$ cat config.mk
export PLATFORM = sky130hd
export DESIGN_NAME = parity_frame_ctrl
export DESIGN_NICKNAME = d
export VERILOG_FILES = /design/src/rtl/parity_frame_ctrl.sv
export SDC_FILE = /design/constraint.sdc
export NUM_CORES = 1
export LEC_CHECK = 0
export ABC_AREA = 1
export BUFFER_PORTS_ARGS = -buffer_cell sky130_fd_sc_hd__buf_2
export CAP_MARGIN = 10
export CORE_MARGIN = 3
export CORE_UTILIZATION = 44
export DETAILED_ROUTE_END_ITERATION = 10
export PLACE_DENSITY_LB_ADDON = 0.2
export SLEW_MARGIN = 15
export SYNTH_ARGS = -nofsm -noshare
export SYNTH_HDL_FRONTEND = slang
export SYNTH_SLANG_ARGS = --single-unit
$ cat constraint.sdc
create_clock -name clk -period 1.4 [get_ports clk]
set_clock_uncertainty 0.15 [all_clocks]
set_input_delay 0.28 -clock clk [delete_from_list [all_inputs] [get_ports clk]]
set_output_delay 0.28 -clock clk [all_outputs]
set_load 0.1 [all_outputs]
$ cat src/rtl/parity_frame_ctrl.sv
// rtl/parity_frame_ctrl.sv - serial frame receiver: DATA_BITS data bits LSB first, then one parity bit.
// Moore FSM; every output is a flop loaded from next-state logic.
module parity_frame_ctrl #(
  parameter int DATA_BITS = 8,
  parameter bit ODD       = 1'b0
) (
  input  logic                 clk,
  input  logic                 rst_n,
  input  logic                 start,
  input  logic                 abort,
  input  logic                 x,
  input  logic                 bit_en,
  output logic                 busy,
  output logic                 done,
  output logic                 perr,
  output logic [DATA_BITS-1:0] data,
  output logic                 z
);

  localparam int CNT_W = $clog2(DATA_BITS);
  localparam logic [CNT_W-1:0] LAST_IDX = CNT_W'(DATA_BITS - 1);

  typedef enum logic [1:0] {
    S_IDLE,
    S_DATA,
    S_PARITY,
    S_DONE
  } state_t;

  state_t               state_q, state_d;
  logic [CNT_W-1:0]     cnt_q, cnt_d;
  logic                 busy_q, busy_d;
  logic                 done_q, done_d;
  logic                 perr_q, perr_d;
  logic [DATA_BITS-1:0] data_q, data_d;
  logic                 z_q, z_d;

  always_comb begin
    state_d = state_q;
    cnt_d   = cnt_q;
    perr_d  = perr_q;
    data_d  = data_q;
    z_d     = z_q;
    unique case (state_q)
      S_IDLE: begin
        if (start && !abort) begin
          state_d = S_DATA;
          cnt_d   = '0;
          z_d     = 1'b0;
          data_d  = '0;
        end
      end
      S_DATA: begin
        // abort wins over a coincident bit, which is dropped
        if (abort) begin
          state_d = S_IDLE;
        end else if (bit_en) begin
          data_d[cnt_q] = x;
          z_d           = z_q ^ x;
          if (cnt_q == LAST_IDX) begin
            state_d = S_PARITY;
            cnt_d   = '0;
          end else begin
            cnt_d = cnt_q + 1'b1;
          end
        end
      end
      S_PARITY: begin
        if (abort) begin
          state_d = S_IDLE;
        end else if (bit_en) begin
          state_d = S_DONE;
          perr_d  = ((z_q ^ x) != ODD);
        end
      end
      S_DONE: begin
        state_d = S_IDLE;
      end
      default: begin
        state_d = S_IDLE;
      end
    endcase
    busy_d = (state_d != S_IDLE);
    done_d = (state_d == S_DONE);
  end

  always_ff @(posedge clk) begin
    if (!rst_n) begin
      state_q <= S_IDLE;
      cnt_q   <= '0;
      busy_q  <= 1'b0;
      done_q  <= 1'b0;
      perr_q  <= 1'b0;
      data_q  <= '0;
      z_q     <= 1'b0;
    end else begin
      state_q <= state_d;
      cnt_q   <= cnt_d;
      busy_q  <= busy_d;
      done_q  <= done_d;
      perr_q  <= perr_d;
      data_q  <= data_d;
      z_q     <= z_d;
    end
  end

  assign busy = busy_q;
  assign done = done_q;
  assign perr = perr_q;
  assign data = data_q;
  assign z    = z_q;

endmodule

== After elaboration in Yosys (flattened, before gate mapping) ==
Index checks and enable logic that the tools add are counted.

* Flip-flop bits (word level): 17
* Input port bits: 6
* Output and inout port bits: 12
* Logic and storage cells: 51

* Add/sub/neg operators: 1
* Magnitude comparators: 2
* Eq/ne operators: 8
* Multiplexer cells: 23
* Bitwise logic cells: 2
* Reductions and logical operators: 8

{| class="wikitable"
|+ Operator list
! operator !! number
|-
| 8-bit 2-to-1 mux || 3
|-
| 8-bit case mux with 2 select lines || 1
|-
| 2-bit 2-to-1 mux || 6
|-
| 3-bit 2-to-1 mux || 4
|-
| 8-bit bitwise mux || 1
|-
| 2-bit case mux with 4 select lines || 1
|-
| 2-bit equality test, second input constant || 3
|-
| 2-bit inequality test, second input constant || 3
|-
| 3-bit case mux with 2 select lines || 1
|-
| 3-bit by 4-bit < comparator with 1-bit output, second input constant || 1
|-
| 1-bit 2-to-1 mux || 4
|-
| 4-bit AND reduction || 1
|-
| 2-bit nonzero test || 2
|-
| 3-bit by 1-bit adder with 3-bit output, second input constant || 1
|-
| 1-bit demux with 3-bit select || 1
|-
| 3-bit equality test, second input constant || 1
|-
| 3-bit by 1-bit greater-or-equal comparator with 1-bit output, second input constant || 1
|-
| 3-bit AND reduction || 1
|-
| 2-bit by 1-bit equality test with 1-bit output, second input constant || 1
|-
| 1-bit logical AND || 2
|-
| 2-bit logical NOT || 1
|-
| 1-bit case mux with 2 select lines || 1
|-
| 1-bit logical NOT || 1
|-
| 1-bit inverter || 1
|-
| 1-bit bitwise XOR || 1
|}

== Logic depth before layout (Yosys ltp) ==
Gate-level depths: netlist (run 1).

* Word-level depth: 8
* Gate-level depth with buffers: 8

== Least setup slack after synthesis (run 1) ==
OpenSTA, ideal clock, no wires.

* Path kind: register -> register
* From: register z_q (netlist: z)
* To: register perr_q (netlist: perr)
* Setup time: 0.119 ns
* Data arrival time: 1.337 ns
* Data required time: 1.131 ns
* Path slack: -0.206 ns
* Cell stages (with the launch flop): 4
* Buffers on the path: 0
* Path through: dfxtp_1 > xor2_1 > o21ai_0 > nor2_1

* Longest elaborated chain between the ends: 1

{| class="wikitable"
|+ Ends and longest elaborated chain
! item !! line !! RTL
|-
| start, declared || 36 || <nowiki>logic z_q, z_d;</nowiki>
|-
| start signal, assigned || 103 || <nowiki>z_q <= z_d;</nowiki>
|-
| 1-bit bitwise XOR || 73 || <nowiki>perr_d = ((z_q ^ x) != ODD);</nowiki>
|-
| end signal, assigned || 101 || <nowiki>perr_q <= perr_d;</nowiki>
|-
| end, declared || 34 || <nowiki>logic perr_q, perr_d;</nowiki>
|}

No other way between the ends.
A chain may end at the register's enable or synchronous reset.

== Final worst setup path (run 1) ==
* From: register data_q[5] (netlist: data[5])
* To: output data[5]

{| class="wikitable"
|+ RTL lines
! item !! line !! RTL
|-
| start, declared || 35 || <nowiki>logic [DATA_BITS-1:0] data_q, data_d;</nowiki>
|-
| start signal, assigned || 102 || <nowiki>data_q <= data_d;</nowiki>
|-
| end, declared || 16 || <nowiki>output logic [DATA_BITS-1:0] data,</nowiki>
|}

No word-level cell between the ends.

==> reports/metrics.cfg, run 1 <==
[run_status]
status=finished, final reports clean

[die]
rows=15
ios=18
die-area_sq_mm=0.00259
die_w_um=50.9
core_area_sq_mm=0.00182
die_h_um=50.9
initial_core_util_pct=48.8

[cells_and_area]
final_nets=159
fillers=160
fin_util_pct=69.3
area_delta_synth_final_pct=42.0
drive_gt1_share_pct=26.7
antenna_cells=0
design_area_sq_mm=0.00126
instances_no_fill=175

[timing]
max_slew_margin_pct=72.6
finalSetupViolations=0
whs_ps=83.7
rsz0062_at_grt=no
fin_crit_ps=1320
finalCritPeriodShare_pct=94.1
worst_slack_ps=82.1
max_freq_mhz=759
tns_ps=0
timing.final.max_slew_violations=0
final-hold-violation-count=0
worstMarginPinSlew_ps=411

[synthesis]
synth_seq_cells=17
synth_warnings=0
synth.cell_area_sq_um=888
syn_avg_cell_area_sq_um=6.99
ys_types=20
ys_seq_area_share_pct=38.3
synthesis.nets=135
syn_inst=127

[route]
vias_per_cell=4.93
postRouteAntennaNets=0
drt_iter0_markers=13
vias=863
drc=0
post_drt_wl_per_cell_um=11.5
wirelength_mm=2.02
firstDrtPassIters=4

[setup_path]
critPathBufInv=1
regToRegSetupSlack_ps=90
cp_cell_sequence=buf_12
cpLargestDelayFamily=flip-flops
worstSetupStartpointType=flop
crit_required_ps=970
crit_slowest_cell=dfxtp_1
cpPeakStageDelay_ps=400
cp_max_fo=2
crit_type=flop to output pin
r2r_end=data[7]
crit_arrival_ps=890
r2r_cells=7
cp-end-kind=output pin
reg2reg_from=state_q[0]

[clock_network]
post_cts_buffers=0
clk_latency_ps=300
root_buffer=clkbuf_4
cts.clk_slew.worst_paths_ps=100
cts_buffer_depth=2
cts_tree=built
cts_buffers=3
clock_sinks=17
htreeDepth=1

[global_route]
grt_pass1_wl_mm=3.46
grt_start_max_net_pins=21
antenna_found_initial=0
grt_pass1_vias=836
grt_util_all_layers_pct=18.0
overflow=0

[placed_design]
dpl.cell_count=171
dpl.hpwl_mm=1.38
place_congestion=0.801
dp_slack_ps=28.0
placed_cell_area_sq_mm=0.00120
port_buffers=17

[min_path]
min_delay_worst_endpoint=state_q[0]
min_from=rst_n
min_path_cells=3
hold_path_class=input port to flop

[power]
p_total_mw=0.896
p_per_area_mw_per_mm2=711
ir_drop_v=0.000583
leakage_nw=0.563

[flow_run]
maxCapViolations=0

==> flip-flops by register name (all words and copies together) (netlist names) <==
signal and flops:
busy 1, state_q 2, z 1, cnt_q 3, perr 1, data 8, done 1
==> how the worst max path moves through the flow <==
stage / start / endpoint / slack, ps / cells past startpoint
2_1_floorplan: data[0] / data[0] / 20 / 2
3_3_place_gp: abort / data[3] / 90 / 7
3_5_place_dp: abort / data[7] / 30 / 7
4_1_cts: cnt_q[0] / busy / 20 / 6
5_1_grt: cnt_q[1] / busy / 20 / 6
6_report: data[5] / data[5] / 80 / 1
==> report_power, final <==
part           internal (mW)  switching, mW
registers              0.488        0.00490
logic                 0.0425         0.0825
clock network          0.111          0.167
total                  0.642          0.254
==> layer usage <==
metal | GRT usage (%) | vias up | routed length [um]
met3 | 3.79 | 5 | 74
met4 | 10.8 | 0 | 49
met1 | 20.9 | 386 | 876
met5 | 0 | - | 0
met2 | 30.3 | 20 | 1020
li1 | - | 452 | -
==> cell families (layout without fill, tap and decap cells) <==
group                      count (synthesis)  after routing  share of synthesized area, %
AOI/OAI and AO/OA                         15             15                          8.73
buffers and inverters                     24             47                          12.3
xor gates and xnor gates                   1              1                         0.986
and+or+nand+nor                           68             68                          36.9
DFF                                       17             17                          38.3
adders and majority gates                  2              2                          2.82
==> layout make-up <==
class	instances	area [sq um]	share of cell area [%]
Timing Repair Buffer	23	310	24.6
Sequential cell	17	343	27.2
Tap cell	25	31.3	2.48
Clock buffer	4	26.3	2.08
Multi-Input combinational cell	86	475	37.7
Inverter	20	75.1	5.95
==> Yosys cell counts (all sizes together) <==
cell type / instances / share of area [%]
a21oi: 13 / 7.3
buf: 3 / 3.4
clkbuf: 1 / 0.42
dfxtp: 17 / 38
ha: 2 / 2.8
inv: 20 / 8.5
nand2: 33 / 16
nand3: 25 / 15
nor2: 9 / 5.2
nor3: 1 / 0.56
o211ai: 1 / 0.85
o21ai: 1 / 0.56
xor2: 1 / 0.99
==> what timing repair did <==
item | in CTS | in global routing
setup endpoints to repair | 0 | 11
resized for setup | 0 | 7
hold endpoints to repair | 0 | 0
hold buffers | 0 | 0
==> worst reg2reg max path, cell delays in order (launching register included) <==
cell and delay [ps]:
dfxtp_1 390, inv_2 60, nor2_4 120, buf_4 200
nand2_1 80, nand2_1 70, nand2_1 50, a21oi_1 120
==> cells in the final DEF, fill, tap and decap left out, types with 3 or more instances in the layout <==
| cell | count |
|---|---|
| buf_4 | 6 |
| nor2_1 | 6 |
| nand2_1 | 29 |
| nand3_1 | 23 |
| clkbuf_4 | 3 |
| buf_12 | 12 |
| buf_2 | 5 |
| inv_1 | 19 |
| dfxtp_1 | 15 |
| a21oi_1 | 13 |
No activity file was read; power rests on OpenSTA's default activity.
==> run 2: changes to the inputs <==
clock period = 1.2 ns   (was 1.4 ns; I/O delays follow)
==> run 2 against run 1 <==
Final cell count up 7.4%. Largest cell class unchanged. Setup slack got worse by 260 ps. The flow now finishes with violations (negative setup slack). Count of clock-buffer cells in the layout unchanged. Die area unchanged. Non-clock buffer count up 10. Global-route usage up 6.1 points. Register-to-register slack lost 270 ps.
==> reports/metrics.cfg, run 2 (same netlist as run 1, synthesis figures left out) <==
[timing]
fin_crit_ps=1380
whs_ps=91.2
worstMarginPinSlew_ps=256
finalCritPeriodShare_pct=115
worst_slack_ps=-179
max_freq_mhz=725
finalSetupViolations=28
max_slew_margin_pct=82.8
final-hold-violation-count=0
rsz0062_at_grt=yes
timing.final.max_slew_violations=0

[global_route]
grt_pass1_wl_mm=4.62
antenna_found_initial=0
grt_start_max_net_pins=13
grt_pass1_vias=1012
grt_util_all_layers_pct=24.2
overflow=0

[die]
ios=18
die_w_um=50.9
core_area_sq_mm=0.00182
die_h_um=50.9
initial_core_util_pct=48.8
die-area_sq_mm=0.00259
rows=15

[route]
postRouteAntennaNets=0
firstDrtPassIters=4
drc=0
vias=1044
wirelength_mm=2.84
drt_iter0_markers=53
vias_per_cell=5.55
post_drt_wl_per_cell_um=15.1

[cells_and_area]
final_nets=172
mostFrequentLayoutCell=nand2_1
area_delta_synth_final_pct=65.6
final_cell_mix=nand2_1, nand3_1, inv_1
design_area_sq_mm=0.00147
drive_gt1_share_pct=47.9
antenna_cells=0
largest_reg_flops=8
fillers=108

[clock_network]
htreeDepth=1
cts.clk_slew.worst_paths_ps=100
ctsHoldBuffers=0
root_buffer=clkbuf_4
clk_latency_ps=290
cts_buffers=3
cts_buffer_depth=2
clock_sinks=17
cts_tree=built

[flow_run]
maxCapViolations=0

[run_status]
violations=negative setup slack
status=finished with violations

[setup_path]
crit_arrival_ps=1420
cp-end-kind=flop
crit_required_ps=1240
crit_type=flop to flop
cp_max_fo=2
worstSetupStartpointType=flop

[min_path]
hold_path_class=input port to flop

[power]
leakage_nw=0.670
p_per_area_mw_per_mm2=737
ir_drop_v=0.000641

[placed_design]
placed_cell_area_sq_mm=0.00130
dpl.hpwl_mm=1.56
port_buffers=17
place_congestion=0.845

[run 2: cell types whose count changed in the layout (fill, tap and decap cells not counted), moves of 2 or more]
cell	before	now
dfxtp_1	15	1
dfxtp_2	2	13
buf_4	6	12
buf_6	0	4
nand2_4	1	5
dfxtp_4	0	3
nand3_1	23	20
nand3_2	2	5
a21oi_1	13	11
a21oi_2	0	2
nand2_1	29	27
nor2_1	6	4
[run 2: power breakdown]
group | internal, mW | switching, mW
Combinational | 0.0731 | 0.125
Clock | 0.130 | 0.185
Sequential | 0.565 | 0.00747
Total | 0.768 | 0.317
[run 2: metrics by stage]
stage / setup TNS (ps) / worst slack, ps / std cells / total power [mW] / util [%]
final: -1870 / -179 / 188 / 1.08 / 80.8
after global routing: -3140 / -194 / 188 / 1.13 / 80.8
after CTS: -989 / -130 / 187 / 1.06 / 78.8
after detailed placement: -1300 / -116 / 178 / 0.736 / 71.4
after global placement: -503 / -59.6 / 178 / 0.732 / 71.4
after floorplan: -200 / -63.4 / 127 / 0.688 / -
[run 2: critical path: stages, from the launching register on]
cell	delay, ps
dfxtp_4	360
ha_4	160
ha_4	160
nand2_4	60
nor2_2	50
o211ai_1	240
nand2_1	90
[run 2: path summary, 6_finish.rpt]
path / start / to / slack, ps / depth (start not counted)
setup / recovery: cnt_q[0] / busy / -180 / 6
setup reg to reg: cnt_q[0] / busy / -180 / 6
hold / removal: rst_n / perr / 90 / 3
hold reg to reg: data[1] / data[1] / 330 / 2
[run 2: final cells by class]
cell class | count | area [sq um] | share of cell area [%]
multi-input combinational | 89 | 571 | 38.8
tap | 25 | 31.3 | 2.13
clock buffer | 4 | 26.3 | 1.79
inverter | 20 | 75.1 | 5.10
timing repair buffer | 33 | 400 | 27.2
sequential | 17 | 368 | 25.0
[run 2: what timing repair did]
action	in CTS	in global routing
pin swaps	5	6
cloned	2	1
buffers inserted	3	0
setup endpoints to repair	28	28
gates resized for setup	16	7
[run 2: per-layer routing]
layer	share of wire (%)	vias to the layer above	global-route usage, %
li1	-	481	-
met1	39	484	27.2
met2	49	67	40.3
met3	7.6	12	4.37
met4	3.7	0	17.9
met5	0	-	0
==> run 3: changes to the inputs <==
clock period = 1.7 ns   (was 1.2 ns; I/O delays follow)
==> run 3 against run 2 <==
Critical path depth down 5. The flow now finishes without violations. Final area fell by 32%. Utilization is 26 points lower. Combinational power shrank 57%. Critical path type is now flop to output pin. Largest cell class unchanged.
==> reports/metrics.cfg, run 3 (same netlist as run 1, synthesis figures left out) <==
[power]
ir_drop_v=0.000452
leakage_nw=0.512
p_total_mw=0.711
p_per_area_mw_per_mm2=707

[setup_path]
cp_max_fo=3
worstSetupStartpointType=flop
crit_arrival_ps=1100
r2r_cells=6
crit_type=flop to output pin
crit_required_ps=1210
regToRegSetupSlack_ps=220
cpPeakStageDelay_ps=440
cp_cell_sequence=buf_2
cp-end-kind=output pin
crit_cells=1
critPathBufInv=1
crit_slowest_cell=buf_2
cpLargestDelayFamily=buffers and inverters

[timing]
tns_ps=0
rsz0062_at_grt=no
fin_crit_ps=1590
final-hold-violation-count=0
worstMarginPinSlew_ps=486
max_slew_margin_pct=67.8
finalSetupViolations=0
max_freq_mhz=630
timing.final.max_slew_violations=0
worst_slack_ps=113
finalCritPeriodShare_pct=93.4
whs_ps=146

[clock_network]
cts_resized=0
cts_tree=built
clk_latency_ps=290
cts_buffers=3
cts.clk_slew.worst_paths_ps=100
htreeDepth=1
post_cts_buffers=0
ctsHoldBuffers=0
cts_buffer_depth=2
clock_sinks=17
root_buffer=clkbuf_4

[cells_and_area]
fin_util_pct=55.3
drive_gt1_share_pct=21.4
design_area_sq_mm=0.00101
instances_no_fill=170
mostFrequentLayoutCell=nand2_1
final_cell_mix=nand2_1, nand3_1, inv_1
antenna_cells=0
largest_reg_flops=8
final_nets=154
area_delta_synth_final_pct=13.2

[die]
rows=15
initial_core_util_pct=48.8
die_w_um=50.9
die_h_um=50.9
core_area_sq_mm=0.00182
die-area_sq_mm=0.00259
ios=18

[global_route]
antenna_found_initial=0
busiest_layer=met2
grt_pass1_vias=735
grt_pass1_wl_mm=3.08
grt_start_max_net_pins=21
use_met2_pct=26.0
grt_util_all_layers_pct=15.4
met1_usage_pct=19.2
overflow=0
grtUsageMet3_pct=2.62

[route]
drt_iter0_markers=14
post_drt_wl_per_cell_um=10.5
wirelength_mm=1.78
vias=819
postRouteAntennaNets=0
vias_per_cell=4.82
firstDrtPassIters=4
drc=0

[placed_design]
placed_cell_area_sq_um=978
place_congestion=0.783
port_buffers=17
dpl.hpwl_mm=1.29
dpl.cell_count=166
dp_slack_ps=239

[min_path]
hold_path_class=input port to flop
min_path_cells=3

[run_status]
status=finished, final reports clean

[flow_run]
maxCapViolations=0

## run 3: cell count changes in the layout (fill, tap and decap cells not counted), moves of 4 or more
cell	delta
buf_6	-4
buf_2	+12
buf_12	-12
buf_4	-11
dfxtp_1	+16
dfxtp_2	-13
## run 3: area by class of cell
type / count / area [sq um]
clock inverters: 1 / 5.00
clock buffers: 3 / 22.5
fillers: 192 / 815
flip-flops and latches: 17 / 340
inverters: 20 / 75.1
repair buffers: 18 / 92.6
multi-input cells: 86 / 439
well taps: 25 / 31.3
## run 3: worst paths after layout
kind / start / endpoint
worst max-delay path: z / z
worst max register to register: cnt_q[0] / busy
worst min register to register: data[7] / data[7]
worst min-delay path: rst_n / state_q[0]
## run 3: metal layers
metal  vias up  share of wire, %
met5         -                 0
met4         0              0.96
met3         2               3.3
met2        11                44
met1       366                51
li1        440                 -
## run 3: report_power, final
group          total [mW]  switching (mW)  internal, mW
clock network       0.220           0.133        0.0874
registers           0.405         0.00340         0.402
logic              0.0859          0.0632        0.0227
total               0.711           0.199         0.512
